File: src/rtl/cook_time_entry.sv
// cook_time_entry: keypad front end for the oven cook timer.
// Collects microwave-style MM:SS digit entry, converts it to seconds,
// validates the range and locks the result for the downstream timer.
module cook_time_entry #(
   parameter int unsigned MAX_SECONDS = 3599
) (
   input  logic        clk,
   input  logic        rst_n,
   input  logic        digit_valid,
   input  logic [3:0]  digit,
   input  logic        enter,
   input  logic        clear,
   output logic [12:0] cookTime,
   output logic        timeinputdone,
   output logic [15:0] digits,
   output logic        error
);

   typedef enum logic [1:0] {
      ST_ENTRY  = 2'd0,
      ST_CHECK  = 2'd1,
      ST_LOCKED = 2'd2
   } state_t;

   localparam logic [12:0] MAX_SEC_C = 13'(MAX_SECONDS);
   localparam logic [2:0]  COUNT_MAX = 3'd4;

   state_t      state_q, state_d;
   logic [15:0] digits_q, digits_d;
   logic [2:0]  count_q, count_d;
   logic [12:0] cook_time_q, cook_time_d;
   logic        done_q, done_d;
   logic        error_q, error_d;
   logic [12:0] total;

   // Seconds value of the displayed digits; worst case 99:99 = 6039 fits in 13 bits.
   always_comb begin
      total = 13'(digits_q[15:12]) * 13'd600
            + 13'(digits_q[11:8])  * 13'd60
            + 13'(digits_q[7:4])   * 13'd10
            + 13'(digits_q[3:0]);
   end

   // Next-state and datapath updates for the ENTRY / CHECK / LOCKED sequence.
   always_comb begin
      // NOTE: every signal gets a default first so no path leaves it unassigned,
      // which would otherwise infer a latch.
      state_d     = state_q;
      digits_d    = digits_q;
      count_d     = count_q;
      cook_time_d = cook_time_q;
      done_d      = done_q;
      error_d     = 1'b0;

      unique case (state_q)
         ST_ENTRY: begin
            if (clear) begin
               digits_d = 16'h0000;
               count_d  = 3'd0;
            end else if (enter) begin
               if (count_q == 3'd0) begin
                  error_d = 1'b1;
               end else begin
                  state_d = ST_CHECK;
               end
            end else if (digit_valid) begin
               if (digit <= 4'd9) begin
                  // Shifting left drops M1 once more than four digits arrive.
                  digits_d = {digits_q[11:0], digit};
                  if (count_q != COUNT_MAX) begin
                     count_d = count_q + 3'd1;
                  end
               end else begin
                  error_d = 1'b1;
               end
            end
         end

         ST_CHECK: begin
            // All strobes are ignored here; the decision takes exactly one cycle.
            if ((total >= 13'd1) && (total <= MAX_SEC_C)) begin
               cook_time_d = total;
               done_d      = 1'b1;
               state_d     = ST_LOCKED;
            end else begin
               error_d  = 1'b1;
               digits_d = 16'h0000;
               count_d  = 3'd0;
               state_d  = ST_ENTRY;
            end
         end

         ST_LOCKED: begin
            if (clear) begin
               cook_time_d = 13'd0;
               done_d      = 1'b0;
               digits_d    = 16'h0000;
               count_d     = 3'd0;
               state_d     = ST_ENTRY;
            end
         end

         default: begin
            state_d = ST_ENTRY;
         end
      endcase
   end

   // State and output registers with asynchronous clear to the idle values.
   always_ff @(posedge clk or negedge rst_n) begin
      if (!rst_n) begin
         state_q     <= ST_ENTRY;
         digits_q    <= 16'h0000;
         count_q     <= 3'd0;
         cook_time_q <= 13'd0;
         done_q      <= 1'b0;
         error_q     <= 1'b0;
      end else begin
         // NOTE: non-blocking assignments so every flop samples pre-edge values.
         state_q     <= state_d;
         digits_q    <= digits_d;
         count_q     <= count_d;
         cook_time_q <= cook_time_d;
         done_q      <= done_d;
         error_q     <= error_d;
      end
   end

   assign cookTime      = cook_time_q;
   assign timeinputdone = done_q;
   assign digits        = digits_q;
   assign error         = error_q;

endmodule
File: config.mk
export PLATFORM = sky130hd
export DESIGN_NAME = cook_time_entry
export DESIGN_NICKNAME = d
export VERILOG_FILES = /design/src/rtl/cook_time_entry.sv
export SDC_FILE = /design/constraint.sdc
export NUM_CORES = 1
export LEC_CHECK = 0
export BUFFER_PORTS_ARGS = -buffer_cell sky130_fd_sc_hd__buf_2
export CORE_ASPECT_RATIO = 1.5
export CORE_UTILIZATION = 27
export CTS_BUF_LIST = sky130_fd_sc_hd__clkbuf_16
export DETAILED_ROUTE_END_ITERATION = 7
export MAX_ROUTING_LAYER = met4
export PLACE_DENSITY = 0.5
export SETUP_SLACK_MARGIN = 0.5
export SLEW_MARGIN = 20
export SYNTH_ARGS = -nofsm -noshare
export SYNTH_HDL_FRONTEND = slang
export SYNTH_SLANG_ARGS = --single-unit
File: constraint.sdc
create_clock -name clk -period 6.2 [get_ports clk]
set_input_delay 0.31 -clock clk [delete_from_list [all_inputs] [get_ports clk]]
set_output_delay 0.31 -clock clk [all_outputs]
set_load 0.02 [all_outputs]
Word level (Yosys, flattened, before mapping):

Cells that the tools add are included.

* add/subtract/negate cells: 4
* $mul: 3
* div/mod/pow operators: 0
* magnitude comparators: 3
* eq/ne operators: 13
* shift operators: 0
* multiplexer cells: 34
* bitwise gates (word level): 0
* reduce and logical (&&, ||, !) cells: 9

Operators with widths (number)
* 16-bit two-way mux: 6
* 16-bit one-hot mux with 3 select lines: 1
* 13-bit two-way mux: 2
* 13-bit one-hot mux with 2 select lines: 1
* 3-bit two-way mux: 7
* 3-bit inequality test, second input constant: 5
* 13-bit by 10-bit adder with 13-bit output: 1
* 13-bit by 4-bit adder with 13-bit output: 1
* 13-bit by 8-bit adder with 13-bit output: 1
* 13-bit by 1-bit >= comparator with 1-bit output, second input constant: 1
* 13-bit by 12-bit <= comparator with 1-bit output, second input constant: 1
* 2-bit inequality test, second input constant: 6
* 4-bit by 7-bit multiplier with 10-bit output, second input constant: 1
* 2-bit two-way mux: 5
* 3-bit one-hot mux with 3 select lines: 1
* 4-bit by 4-bit multiplier with 8-bit output, second input constant: 1
* 1-bit two-way mux: 8
* 4-bit by 3-bit multiplier with 7-bit output, second input constant: 1
* 7-bit AND reduction: 1
* 2-bit one-hot mux with 3 select lines: 1
* 6-bit AND reduction: 1
* 4-bit <= comparator, second input constant: 1
* 1-bit one-hot mux with 2 select lines: 2
* 4-bit AND reduction: 1
* other kinds (9): 9

* flip-flop bits (word level): 36
* bits in latches: 0
* bits in writable memories: 0
* ROM bits: 0
* input bits: 9
* word-level logic and storage cells: 72
* memories: 0

Logic depth before layout (Yosys ltp):

Gate-level depths: netlist of run 1.

* depth in word-level cells: 8
* mapped depth: 21

Worst setup path after synthesis of run 1:

OpenSTA, ideal clock, no wires.

* kind: reg2reg
* start point: register digits_q[8], in the netlist digits[8]
* end point: register cook_time_q[3], in the netlist cookTime[3]
* setup time: 0.126 ns
* arrival time: 5.419 ns
* required time: 6.074 ns
* setup slack: 0.655 ns
* cell stages (with the launch flop): 18
* buffers on the path: 1
* cells stage by stage: dfrtp_1 fa_1 fa_1 ha_1 a21o_1 a21oi_1 xnor2_1 fa_1 ha_1 ha_1 or4_1 o21ai_1 nor2_1 a31o_2 xor2_1 clkbuf_1 a31oi_1 a221o_1

* cells in the longest elaborated chain, start to end: 8
* elaborated cells between the ends (all ways): 11
* classes of those cells: 3 x add/sub; 1 x mul; 2 x order compare; 1 x eq/ne; 2 x mux; 2 x reduce/logical

RTL lines
* start: declaration: RTL line 29 `logic [15:0] digits_q, digits_d;`
* start signal: assignment: RTL line 121 `digits_q <= digits_d;`
* 4-bit by 4-bit multiplier with 8-bit output *: RTL line 39 `+ 13'(digits_q[11:8]) * 13'd60`
* 13-bit by 10-bit adder with 13-bit output *: RTL line 39
* 13-bit by 8-bit adder with 13-bit output *: RTL line 40 `+ 13'(digits_q[7:4]) * 13'd10`
* 13-bit by 4-bit adder with 13-bit output *: RTL line 41 `+ 13'(digits_q[3:0]);`
* 13-bit by 1-bit >= comparator with 1-bit output / 13-bit by 12-bit <= comparator with 1-bit output (equally long branches): RTL line 81 `if ((total >= 13'd1) && (total <= MAX_SEC_C)) begin`
* 1-bit logical AND: RTL line 81
* 2-bit inequality test (no source line)
* 3-bit AND reduction (no source line)
* end signal: assignment: RTL line 123 `cook_time_q <= cook_time_d;`
* end: declaration: RTL line 31 `logic [12:0] cook_time_q, cook_time_d;`

Mark *: on every way between the ends. The rest lies on a longest branch, timed or not. The select of a mux whose other input is x is not followed.
A chain may end at the register's enable or synchronous reset.

Final worst setup path of run 1:

* start point: register digits_q[8], in the netlist digits[8]
* end point: register digits_q[0], in the netlist digits[0]

* cells in the longest elaborated chain, start to end: 8
* elaborated cells between the ends (all ways): 9
* classes of those cells: 3 x add/sub; 1 x mul; 2 x order compare; 1 x eq/ne; 2 x reduce/logical

RTL lines (RTL line)
* 4-bit by 4-bit multiplier with 8-bit output *: 39
* 13-bit by 10-bit adder with 13-bit output *: 39
* 13-bit by 8-bit adder with 13-bit output *: 40
* 13-bit by 4-bit adder with 13-bit output *: 41
* 13-bit by 1-bit >= comparator with 1-bit output / 13-bit by 12-bit <= comparator with 1-bit output (equally long branches): 81
* 1-bit logical AND *: 81
* 2-bit inequality test (no source line) *
* 6-bit AND reduction (no source line) *

Mark *: on every way between the ends. The rest lies on a longest branch, timed or not.

==> results_tabular.tex, run 1 <==
\begin{tabular}{lr}
\hline
Metric & Value \\
\hline
\multicolumn{2}{l}{\textbf{Outcome}} \\
Result of the run & finished clean \\
\multicolumn{2}{l}{\textbf{Logic synthesis}} \\
Post-synthesis sequential area ratio & 0.257 \\
Number of register bits inferred by synthesis & 36 \\
Average footprint of a synthesized cell & 9.52 um\^{}2 \\
Flip-flop cell with the highest count after synthesis & dfrtp\_1 \\
Number of distinct library cell variants in the gate-level netlist after synthesis & 60 \\
Synthesis Warnings & 0 \\
Post-synthesis instance area & 3510 um\^{}2 \\
Proportion of synthesized flip-flops having asynchronous set or reset & 1.00 \\
EDFF count, synth & 0 \\
Number of nets produced by synthesis & 447 \\
Number of cells produced by synthesis & 369 \\
\multicolumn{2}{l}{\textbf{Timing}} \\
Final worst path period need & 5480 ps \\
Max frequency & 182 MHz \\
Final number of setup-violating endpoints & 0 \\
Sum of negative setup slack & 0 ps \\
Unrepaired setup endpoints after global routing & true \\
Count of final hold-check violations & 0 \\
Worst Clk Skew & 7.50 ps \\
Final Max Tran Viols & 0 \\
Crit share post-route & 0.884 \\
Relative slew margins & 0.400 \\
Transition time of the tightest slew-check pin & 900 ps \\
\multicolumn{2}{l}{\textbf{Flow run}} \\
Number of maximum-capacitance constraint violations & 0 \\
\multicolumn{2}{l}{\textbf{Setup path}} \\
Category of the critical setup timing path & reg2reg \\
Critical Path Fanout Max & 16 \\
Total buffers and inverters traversed by the critical path & 1 \\
Kind of start point of the critical path & flip-flop \\
Crit-path slowest cell & fa\_1 \\
WP data required & 6370 ps \\
Kind of cell with the highest combined delay on the critical path & adder cells \\
Crit path capture type & flip-flop \\
Peak per-stage delay on the critical path & 590 ps \\
Critical path, cell by cell & fa\_1 > fa\_1 > ha\_1 > a21o\_1 > a21oi\_2 > o21bai\_1 > a21oi\_2 > xnor2\_1 > ha\_1 > ha\_1 > ha\_2 > or4\_1 > a21oi\_2 > nor2\_1 > a31o\_2 > xor2\_4 > a311o\_1 > buf\_12 > mux2i\_1 \\
Crit path DAT & 5650 ps \\
\multicolumn{2}{l}{\textbf{Hold path}} \\
HP Class & in2async \\
\multicolumn{2}{l}{\textbf{Clock tree}} \\
Buffer cell driving the clock tree root & clkbuf\_16 \\
Htree depth & 2 \\
CTS hold repair buffers & 0 \\
Clock slew at reported path FFs & 60 ps \\
Clock Path Buffers & 2 \\
Clock buffer count from CTS & 5 \\
Clk sink count & 36 \\
TritonCTS clock tree & built \\
Clock insertion delay at the later pin of the skew report & 290 ps \\
\multicolumn{2}{l}{\textbf{Final layout}} \\
Final standard cell count with taps included and fillers excluded & 567 \\
Antenna diode count & 0 \\
Net total in the final layout & 488 \\
Synthesis-to-layout area growth & 18.8\% \\
Fill cell total of the finished layout & 1290 \\
Fraction of the core area covered by cells at the end of the flow & 0.332 \\
Fraction of layout cells with a size suffix above 1 & 0.204 \\
\multicolumn{2}{l}{\textbf{Die}} \\
DIE WIDTH & 95.1 um \\
Io pins & 40 \\
Row cnt & 50 \\
Core ar. & 12600 um\^{}2 \\
Die Span Y & 142 um \\
Starting density of the core & 0.279 \\
Die outline area & 13500 um\^{}2 \\
\multicolumn{2}{l}{\textbf{Place}} \\
HPWL reported at the end of detailed placement & 7140 um \\
Port Buffers & 39 \\
Final Wtd Congestion & 0.793 \\
Cell count after placement & 556 \\
\multicolumn{2}{l}{\textbf{Global routing}} \\
Global-route usage over all layers & 0.144 \\
Pin count of the biggest net entering global routing & 37 \\
GR Overflow Total & 0 \\
First-pass GRT wire length & 14600 um \\
Antenna violations before repair & 0 \\
Number of global-route vias before repair & 2906 \\
\multicolumn{2}{l}{\textbf{Pwr}} \\
Cell area power density & 530 nW/um\^{}2 \\
Leakage dissipation & 2.21 nW \\
IR drop worst, VDD & 0.289 mV \\
Power consumption & 2.21 mW \\
\multicolumn{2}{l}{\textbf{Drt}} \\
Total via count in the routed design & 2874 \\
Wire length per cell & 15.6 um \\
Drt pass-1 iters & 4 \\
Final wirelength & 8840 um \\
Initial DRC Count & 90 \\
Drt drc & 0 \\
Number of antenna-violating nets in the routed design & 0 \\
Average vias per placed instance & 5.07 \\
\hline
\end{tabular}
-- where the power goes --
part | internal [mW] | switching, mW | total [mW]
clock | 0.148 | 0.106 | 0.255
sequential | 0.304 | 0.0829 | 0.387
combinational | 0.665 | 0.906 | 1.57
total | 1.12 | 1.10 | 2.21
-- placed cells by master (no fill, tap or decap), types with 7 or more instances in the layout --
cell      netlist  layout
buf_4           0       7
buf_2           2      39
o21ai_0         8       7
mux2i_1        17      17
nor2_1         15      14
o211ai_1        7       7
ha_1           54      52
a21o_1          7       7
inv_1          42      42
fa_1           15      15
nand2_1        42      42
a21oi_1        17      15
dfrtp_1        36      34
nand4_1         9       9
a31oi_1         8       8
xnor2_1        11       9
-- cells by family after synthesis --
group           after synthesis  share of synthesized area
compound gates               86                      0.188
flops                        36                      0.257
simple gates                 91                      0.126
fa+ha+maj                    69                      0.278
xor+xnor                     14                     0.0349
buf+inv                      55                     0.0648
mux                          18                     0.0517
-- synth_stat cells (all sizes together) (2+ instances only) --
cell type / count / area, um^2
a2111oi: 2 / 42.5
a211o: 4 / 35.0
a211oi: 2 / 20.0
a21o: 7 / 52.6
a21oi: 18 / 93.8
a221o: 5 / 50.1
a221oi: 2 / 23.8
a22o: 2 / 17.5
a311o: 2 / 20.0
a31oi: 8 / 50.1
a41oi: 3 / 26.3
buf: 4 / 36.3
clkbuf: 9 / 33.8
dfrtp: 36 / 901
fa: 15 / 300
ha: 54 / 676
inv: 42 / 158
mux2i: 17 / 170
nand2: 42 / 158
nand2b: 2 / 12.5
nand3: 3 / 15.0
nand3b: 2 / 15.0
nand4: 9 / 56.3
nor2: 15 / 56.3
nor3: 3 / 15.0
nor4: 4 / 31.3
o211ai: 7 / 52.6
o21a: 4 / 31.3
o21ai: 11 / 58.8
o21bai: 2 / 15.0
or2: 2 / 12.5
or4: 2 / 15.0
xnor2: 11 / 96.3
xor2: 3 / 26.3
-- metrics by stage --
stage	hold WS [ps]	setup WS (ps)	instance area (um^2)
after detailed placement	514	393	3880
after floorplan	14.4	655	3510
after CTS	204	536	4100
after global routing	242	501	4170
after global placement	495	509	3880
final	132	717	4170
-- metal layers --
layer | GRT usage | share of wire | vias to the layer above
li1 | - | - | 1406
met1 | 0.161 | 0.41 | 1410
met2 | 0.255 | 0.54 | 44
met3 | 0.0182 | 0.021 | 14
met4 | 0.0566 | 0.030 | 0
met5 | - | 0 | -
-- flip-flops by register name, summed over array words and instances, names as in the netlist --
signal	count
cookTime	13
count_q	3
digits	16
error	1
state_q	2
timeinputdone	1
-- final cells by class --
cell class,instances,area (um^2),share of cell area
multi-input cells,278,2510,0.600
flip-flops and latches,36,903,0.216
repair buffers,47,268,0.0641
well taps,156,195,0.0468
inverters,42,158,0.0378
clock buffers,5,125,0.0300
clock inverters,3,18.8,0.00450
-- worst paths after layout --
path                                               start                  endpoint  slack [ps]  cells past startpoint
max in group asynchronous                          rst_n     digits[8]$_DFFE_PN0P_        5420                      1
worst min register to register  cookTime[12]$_DFFE_PN0P_  cookTime[12]$_DFFE_PN0P_         530                      1
worst min-delay path                               rst_n  cookTime[10]$_DFFE_PN0P_         130                      1
worst max register to register     digits[8]$_DFFE_PN0P_     digits[0]$_DFFE_PN0P_         720                     19
min in group clk                                digit[0]     digits[0]$_DFFE_PN0P_         270                      3
worst max-delay path               digits[8]$_DFFE_PN0P_     digits[0]$_DFFE_PN0P_         720                     19
-- timing repair --
action | 4_1_cts | 5_1_grt
setup endpoints to repair | 23 | 35
hold endpoints to repair | 0 | 0
pin swaps | 1 | 9
resized for setup | 7 | 13
setup buffers | 1 | 2
Power figures use the tool's default switching activity.
==> run 2: changes to the inputs <==
- PLACE_DENSITY: 0.5 -> 0.39
==> results_tabular.tex, run 2 (synthesis results as in run 1) <==
\begin{tabular}{lr}
\hline
Metric & Value \\
\hline
\multicolumn{2}{l}{\textbf{Outcome}} \\
Result of the run & finished clean \\
\multicolumn{2}{l}{\textbf{Clock tree}} \\
Clock Path Buffers & 2 (unchanged) \\
Clk sink count & 36 (unchanged) \\
CTS hold repair buffers & 0 (unchanged) \\
Clock insertion delay at the later pin of the skew report & 290 ps (about the same) \\
Clock buffer count from CTS & 5 (unchanged) \\
TritonCTS clock tree & built \\
Clock slew at reported path FFs & 60 ps (about the same) \\
Buffer cell driving the clock tree root & clkbuf\_16 \\
Htree depth & 2 (unchanged) \\
\multicolumn{2}{l}{\textbf{Final layout}} \\
Commonest cells after routing, fill and taps aside & ha\_1, nand2\_1, inv\_1, buf\_2, dfrtp\_1 \\
Net total in the final layout & 496 (+1.6\%) \\
Synthesis-to-layout area growth & 20.8\% \\
Antenna diode count & 0 (unchanged) \\
Fill cell total of the finished layout & 1319 (+2.2\%) \\
Most common cell after layout, fill and taps aside & ha\_1 \\
Flip-flop count of the largest register after layout & 16 (unchanged) \\
Fraction of layout cells with a size suffix above 1 & 0.222 (+0.0176) \\
\multicolumn{2}{l}{\textbf{Drt}} \\
Drt pass-1 iters & 6 (+2) \\
Wire length per cell & 16.5 um (+5.8\%) \\
Number of antenna-violating nets in the routed design & 0 (unchanged) \\
Initial DRC Count & 87 (-3.3\%) \\
Total via count in the routed design & 2863 (-0.38\%) \\
Drt drc & 0 (unchanged) \\
Average vias per placed instance & 4.98 (-1.8\%) \\
Final wirelength & 9490 um (+7.3\%) \\
\multicolumn{2}{l}{\textbf{Setup path}} \\
Category of the critical setup timing path & reg2reg \\
Cell mode on critical path & ha\_1 \\
WP data required & 6370 ps (about the same) \\
Kind of start point of the critical path & flip-flop \\
Kind of cell with the highest combined delay on the critical path & adder cells \\
Crit path capture type & flip-flop \\
Worst reg2reg setup slack & 710 ps (about the same) \\
Crit-path slowest cell & fa\_1 \\
Total buffers and inverters traversed by the critical path & 0 (-1) \\
Peak per-stage delay on the critical path & 580 ps (about the same) \\
Crit path DAT & 5660 ps (about the same) \\
Critical Path Fanout Max & 7 (-9) \\
Critical path, cell by cell & fa\_1 > fa\_1 > ha\_1 > a21o\_1 > a21oi\_2 > o21bai\_1 > a21oi\_1 > xnor2\_1 > ha\_1 > ha\_1 > ha\_2 > or4\_4 > a21oi\_2 > or3\_4 > nand4\_1 > a2bb2oi\_4 > a311oi\_4 > mux2\_2 \\
\multicolumn{2}{l}{\textbf{Die}} \\
Die Span Y & 142 um (unchanged) \\
Die outline area & 13500 um\^{}2 (unchanged) \\
Io pins & 40 (unchanged) \\
Core ar. & 12600 um\^{}2 (unchanged) \\
Row cnt & 50 (unchanged) \\
Starting density of the core & 0.279 (unchanged) \\
DIE WIDTH & 95.1 um (unchanged) \\
\multicolumn{2}{l}{\textbf{Timing}} \\
Smallest hold slack & 142 ps (+10.8 ps) \\
Final number of setup-violating endpoints & 0 (unchanged) \\
Final worst path period need & 5490 ps (+4.75 ps) \\
Count of final hold-check violations & 0 (unchanged) \\
Transition time of the tightest slew-check pin & 955 ps (+54.9 ps) \\
Relative slew margins & 0.361 (-0.0390) \\
Sum of negative setup slack & 0 ps (unchanged) \\
Setup WS post-layout & 712 ps (-4.75 ps) \\
Max frequency & 182 MHz (about the same) \\
Worst Clk Skew & 8.10 ps (+0.599 ps) \\
Final Max Tran Viols & 0 (unchanged) \\
Unrepaired setup endpoints after global routing & true \\
Crit share post-route & 0.885 (about the same) \\
\multicolumn{2}{l}{\textbf{Pwr}} \\
Clock share of power & 0.117 (+0.002) \\
Cell area power density & 532 nW/um\^{}2 (+0.32\%) \\
Total internal power & 1.11 mW (-0.71\%) \\
Proportion of power drawn by flip-flops and latches & 0.168 (-0.007) \\
Combinational cell fraction of total power & 0.716 (+0.006) \\
Sw power & 1.15 mW (+4.6\%) \\
IR drop worst, VDD & 0.276 mV (-4.3\%) \\
Leakage dissipation & 2.23 nW (+1.1\%) \\
Switching part of the total power & 0.508 (+0.0131) \\
\multicolumn{2}{l}{\textbf{Global routing}} \\
GR Overflow Total & 0 (unchanged) \\
Pin count of the biggest net entering global routing & 37 (unchanged) \\
First-pass GRT wire length & 15400 um (+5.4\%) \\
Global-route usage over all layers & 0.155 (+0.0107) \\
Antenna violations before repair & 0 (unchanged) \\
Number of global-route vias before repair & 2982 (+2.6\%) \\
\multicolumn{2}{l}{\textbf{Place}} \\
Port Buffers & 39 (unchanged) \\
Final Wtd Congestion & 0.746 (-6.0\%) \\
HPWL reported at the end of detailed placement & 7430 um (+4.1\%) \\
Minimum setup slack after placement & 375 ps (-17.9 ps) \\
\multicolumn{2}{l}{\textbf{Flow run}} \\
Number of maximum-capacitance constraint violations & 0 (unchanged) \\
\multicolumn{2}{l}{\textbf{Hold path}} \\
HP Class & in2async \\
\hline
\end{tabular}
## run 2: layout make-up
cell class	instances	area, um^2	share of cell area
Tap cell	156	195	0.0460
Clock buffer	5	125	0.0295
Clock inverter	3	17.5	0.00413
Timing Repair Buffer	55	327	0.0770
Sequential cell	36	903	0.213
Inverter	42	158	0.0372
Multi-Input combinational cell	278	2520	0.593
## run 2: worst paths after layout
| kind | from | endpoint | depth (start not counted) |
|---|---|---|---|
| max | digits[10]$_DFFE_PN0P_ | count_q[0]$_DFFE_PN0P_ | 18 |
| min | rst_n | cookTime[1]$_DFFE_PN0P_ | 1 |
| max reg2reg | digits[10]$_DFFE_PN0P_ | count_q[0]$_DFFE_PN0P_ | 18 |
| min reg2reg | cookTime[12]$_DFFE_PN0P_ | cookTime[12]$_DFFE_PN0P_ | 1 |
| max in group asynchronous | rst_n | digits[9]$_DFFE_PN0P_ | 1 |
| min in group clk | digit[0] | digits[0]$_DFFE_PN0P_ | 3 |
## run 2: routing by layer
metal	vias to the layer above	GRT usage	part of all wire
li1	1417	-	-
met1	1400	0.173	0.41
met2	38	0.284	0.56
met3	8	0.0177	0.020
met4	0	0.0407	0.012
met5	-	-	0
## run 2: through the flow
stage               total power [mW]  utilization  instance area, um^2  cells
floorplan                       1.40            -                 3510    369
global placement                1.79        0.310                 3890    559
detailed placement              1.79        0.310                 3890    559
CTS                             2.16        0.325                 4090    568
global route                    2.45        0.337                 4240    575
finish                          2.26        0.337                 4240    575
## run 2: worst register-to-register path, stage by stage, from the launching register on
cell and delay [ps]:
dfrtp_2 460, fa_1 520, fa_1 580, ha_1 230, a21o_1 180, a21oi_2 160
o21bai_1 80, a21oi_1 160, xnor2_1 140, ha_1 250, ha_1 300, ha_2 230
or4_4 540, a21oi_2 190, or3_4 190, nand4_1 200, a2bb2oi_4 250, a311oi_4 370
mux2_2 370
## run 2: repair_timing
action                     in CTS  in global routing
gates resized for setup         6                 20
setup buffers                   1                  7
setup endpoints to repair      23                 35
pin swaps                       2                 13
## run 2: power groups by stage
stage,clock network (mW),registers [mW],logic [mW]
after floorplan,0,0.435,0.968
after global placement,0,0.382,1.41
after CTS,0.275,0.381,1.50
after global routing,0.279,0.393,1.78
final,0.263,0.379,1.61
after detailed placement,0,0.384,1.41
==> run 3: changes to the inputs <==
- RECOVER_POWER: unset -> 50
==> results_tabular.tex, run 3 (synthesis results as in run 1) <==
\begin{tabular}{lr}
\hline
Metric & Value \\
\hline
\multicolumn{2}{l}{\textbf{Timing}} \\
Unrepaired setup endpoints after global routing & true \\
Smallest hold slack & 262 ps (+120 ps) \\
Final worst path period need & 5490 ps (+4.05 ps) \\
Final Max Tran Viols & 37 (+37) \\
Transition time of the tightest slew-check pin & 2140 ps (+1180 ps) \\
Worst Clk Skew & 7.65 ps (-0.446 ps) \\
Crit share post-route & 0.886 (about the same) \\
Sum of negative setup slack & 0 ps (unchanged) \\
Relative slew margins & -0.425 (-0.786) \\
Max frequency & 182 MHz (about the same) \\
Count of final hold-check violations & 0 (unchanged) \\
Final number of setup-violating endpoints & 0 (unchanged) \\
\multicolumn{2}{l}{\textbf{Drt}} \\
Drt pass-1 iters & 6 (unchanged) \\
Average vias per placed instance & 4.99 (+0.21\%) \\
Final wirelength & 9500 um (about the same) \\
Wire length per cell & 16.5 um (about the same) \\
Drt drc & 0 (unchanged) \\
Number of antenna-violating nets in the routed design & 0 (unchanged) \\
Total via count in the routed design & 2869 (+0.21\%) \\
Initial DRC Count & 88 (+1.1\%) \\
\multicolumn{2}{l}{\textbf{Final layout}} \\
Fill cell total of the finished layout & 1327 (+0.61\%) \\
Area taken by flip-flops and latches & 903 um\^{}2 (unchanged) \\
Commonest cells after routing, fill and taps aside & ha\_1, nand2\_1, inv\_1, dfrtp\_1, buf\_2 \\
Synthesis-to-layout area growth & 20.2\% \\
Flip-flop count of the largest register after layout & 16 (unchanged) \\
Most common cell after layout, fill and taps aside & ha\_1 \\
Combined area of the multi-input logic cells & 2520 um\^{}2 (unchanged) \\
Fraction of layout cells with a size suffix above 1 & 0.184 (-0.0382) \\
Net total in the final layout & 496 (unchanged) \\
Antenna diode count & 0 (unchanged) \\
\multicolumn{2}{l}{\textbf{Clock tree}} \\
CTS hold repair buffers & 0 (unchanged) \\
Htree depth & 2 (unchanged) \\
Clock insertion delay at the later pin of the skew report & 290 ps (about the same) \\
Clock buffer count from CTS & 5 (unchanged) \\
Buffer cell driving the clock tree root & clkbuf\_16 \\
TritonCTS clock tree & built \\
Clk sink count & 36 (unchanged) \\
Clock slew at reported path FFs & 60 ps (about the same) \\
Clock Path Buffers & 2 (unchanged) \\
\multicolumn{2}{l}{\textbf{Pwr}} \\
Power consumption & 2.25 mW (-0.22\%) \\
IR drop worst, VDD & 0.274 mV (-0.62\%) \\
Cell area power density & 533 nW/um\^{}2 (+0.26\%) \\
Leakage dissipation & 2.17 nW (-2.8\%) \\
\multicolumn{2}{l}{\textbf{Global routing}} \\
Antenna violations before repair & 0 (unchanged) \\
Number of global-route vias before repair & 2982 (unchanged) \\
Global-route usage over all layers & 0.155 (unchanged) \\
First-pass GRT wire length & 15400 um (unchanged) \\
GR Overflow Total & 0 (unchanged) \\
Pin count of the biggest net entering global routing & 37 (unchanged) \\
\multicolumn{2}{l}{\textbf{Setup path}} \\
R2r endpoint & count\_q[0]\$\_DFFE\_PN0P\_ \\
Category of the critical setup timing path & reg2reg \\
Timing startpoint of the critical path & digits[10]\$\_DFFE\_PN0P\_ \\
Critical Path Fanout Max & 7 (unchanged) \\
WP data required & 6370 ps (about the same) \\
Reg2Reg Launch Point & digits[10]\$\_DFFE\_PN0P\_ \\
Cell depth of the worst flop-to-flop path & 18 (unchanged) \\
Crit path capture type & flip-flop \\
Crit path DAT & 5670 ps (about the same) \\
Worst reg2reg setup slack & 710 ps (about the same) \\
Kind of start point of the critical path & flip-flop \\
\multicolumn{2}{l}{\textbf{Hold path}} \\
Cell depth of the worst min-delay path & 3 \\
HP Class & in2reg \\
Hold endpoint & digits[0]\$\_DFFE\_PN0P\_ \\
HP Start & digit[0] \\
\multicolumn{2}{l}{\textbf{Outcome}} \\
Result of the run & finished, violations left \\
Violated checks & capacitance limit, slew limit \\
\multicolumn{2}{l}{\textbf{Flow run}} \\
Number of maximum-capacitance constraint violations & 1 (+1) \\
\multicolumn{2}{l}{\textbf{Place}} \\
Port Buffers & 39 (unchanged) \\
HPWL reported at the end of detailed placement & 7430 um (unchanged) \\
Final Wtd Congestion & 0.746 (unchanged) \\
\multicolumn{2}{l}{\textbf{Die}} \\
Io pins & 40 (unchanged) \\
DIE WIDTH & 95.1 um (unchanged) \\
Die Span Y & 142 um (unchanged) \\
Die outline area & 13500 um\^{}2 (unchanged) \\
Starting density of the core & 0.279 (unchanged) \\
Row cnt & 50 (unchanged) \\
Core ar. & 12600 um\^{}2 (unchanged) \\
\hline
\end{tabular}
-- run 3: critical path, cell delays in order (launching register included) --
cell and delay, ps:
dfrtp_2 460, fa_1 520, fa_1 580, ha_1 230, a21o_1 180, a21oi_2 160, o21bai_1 80, a21oi_1 160
xnor2_1 140, ha_1 250, ha_1 300, ha_2 230, or4_4 540, a21oi_2 190, or3_4 190, nand4_1 200
a2bb2oi_4 250, a311oi_4 360, mux2_2 370
-- run 3: metal layers --
layer / track usage / wire [um] / up-vias
li1: - / - / 1419
met1: 0.173 / 3900 / 1396
met2: 0.284 / 5280 / 45
met3: 0.0177 / 201 / 9
met4: 0.0407 / 109 / 0
met5: - / 0 / -
-- run 3: how the worst max path moves through the flow --
stage | slack, ps | end
2_1_floorplan | 650 | cookTime[3]$_DFFE_PN0P_
3_3_place_gp | 420 | digits[8]$_DFFE_PN0P_
3_5_place_dp | 380 | digits[8]$_DFFE_PN0P_
4_1_cts | 510 | digits[2]$_DFFE_PN0P_
5_1_grt | 500 | timeinputdone$_DFFE_PN0P_
6_report | 710 | count_q[0]$_DFFE_PN0P_
-- run 3: power breakdown --
part	internal [mW]	switching, mW
combinational	0.650	0.958
clock	0.149	0.114
sequential	0.304	0.0756
total	1.10	1.15
-- run 3: layout make-up --
| class | instances | area share |
|---|---|---|
| sequential | 36 | 0.214 |
| inverter | 42 | 0.0373 |
| tap | 156 | 0.0462 |
| clock buffer | 5 | 0.0296 |
| timing repair buffer | 55 | 0.0726 |
| multi-input combinational | 278 | 0.596 |
| clock inverter | 3 | 0.00415 |
-- run 3: stage by stage --
stage               utilization  setup slack, ps  instance area, um^2  cells
finish                    0.336              708                 4220    575
global route              0.336              501                 4220    575
CTS                       0.325              513                 4090    568
detailed placement        0.310              375                 3890    559
global placement          0.310              417                 3890    559
floorplan                     -              655                 3510    369
-- run 3: what timing repair did --
item	in CTS	in global routing
resized for setup	6	20
endpoints found under the setup margin	23	35
pin swaps	2	13
endpoints found under the hold margin	0	0
buffers inserted	1	7
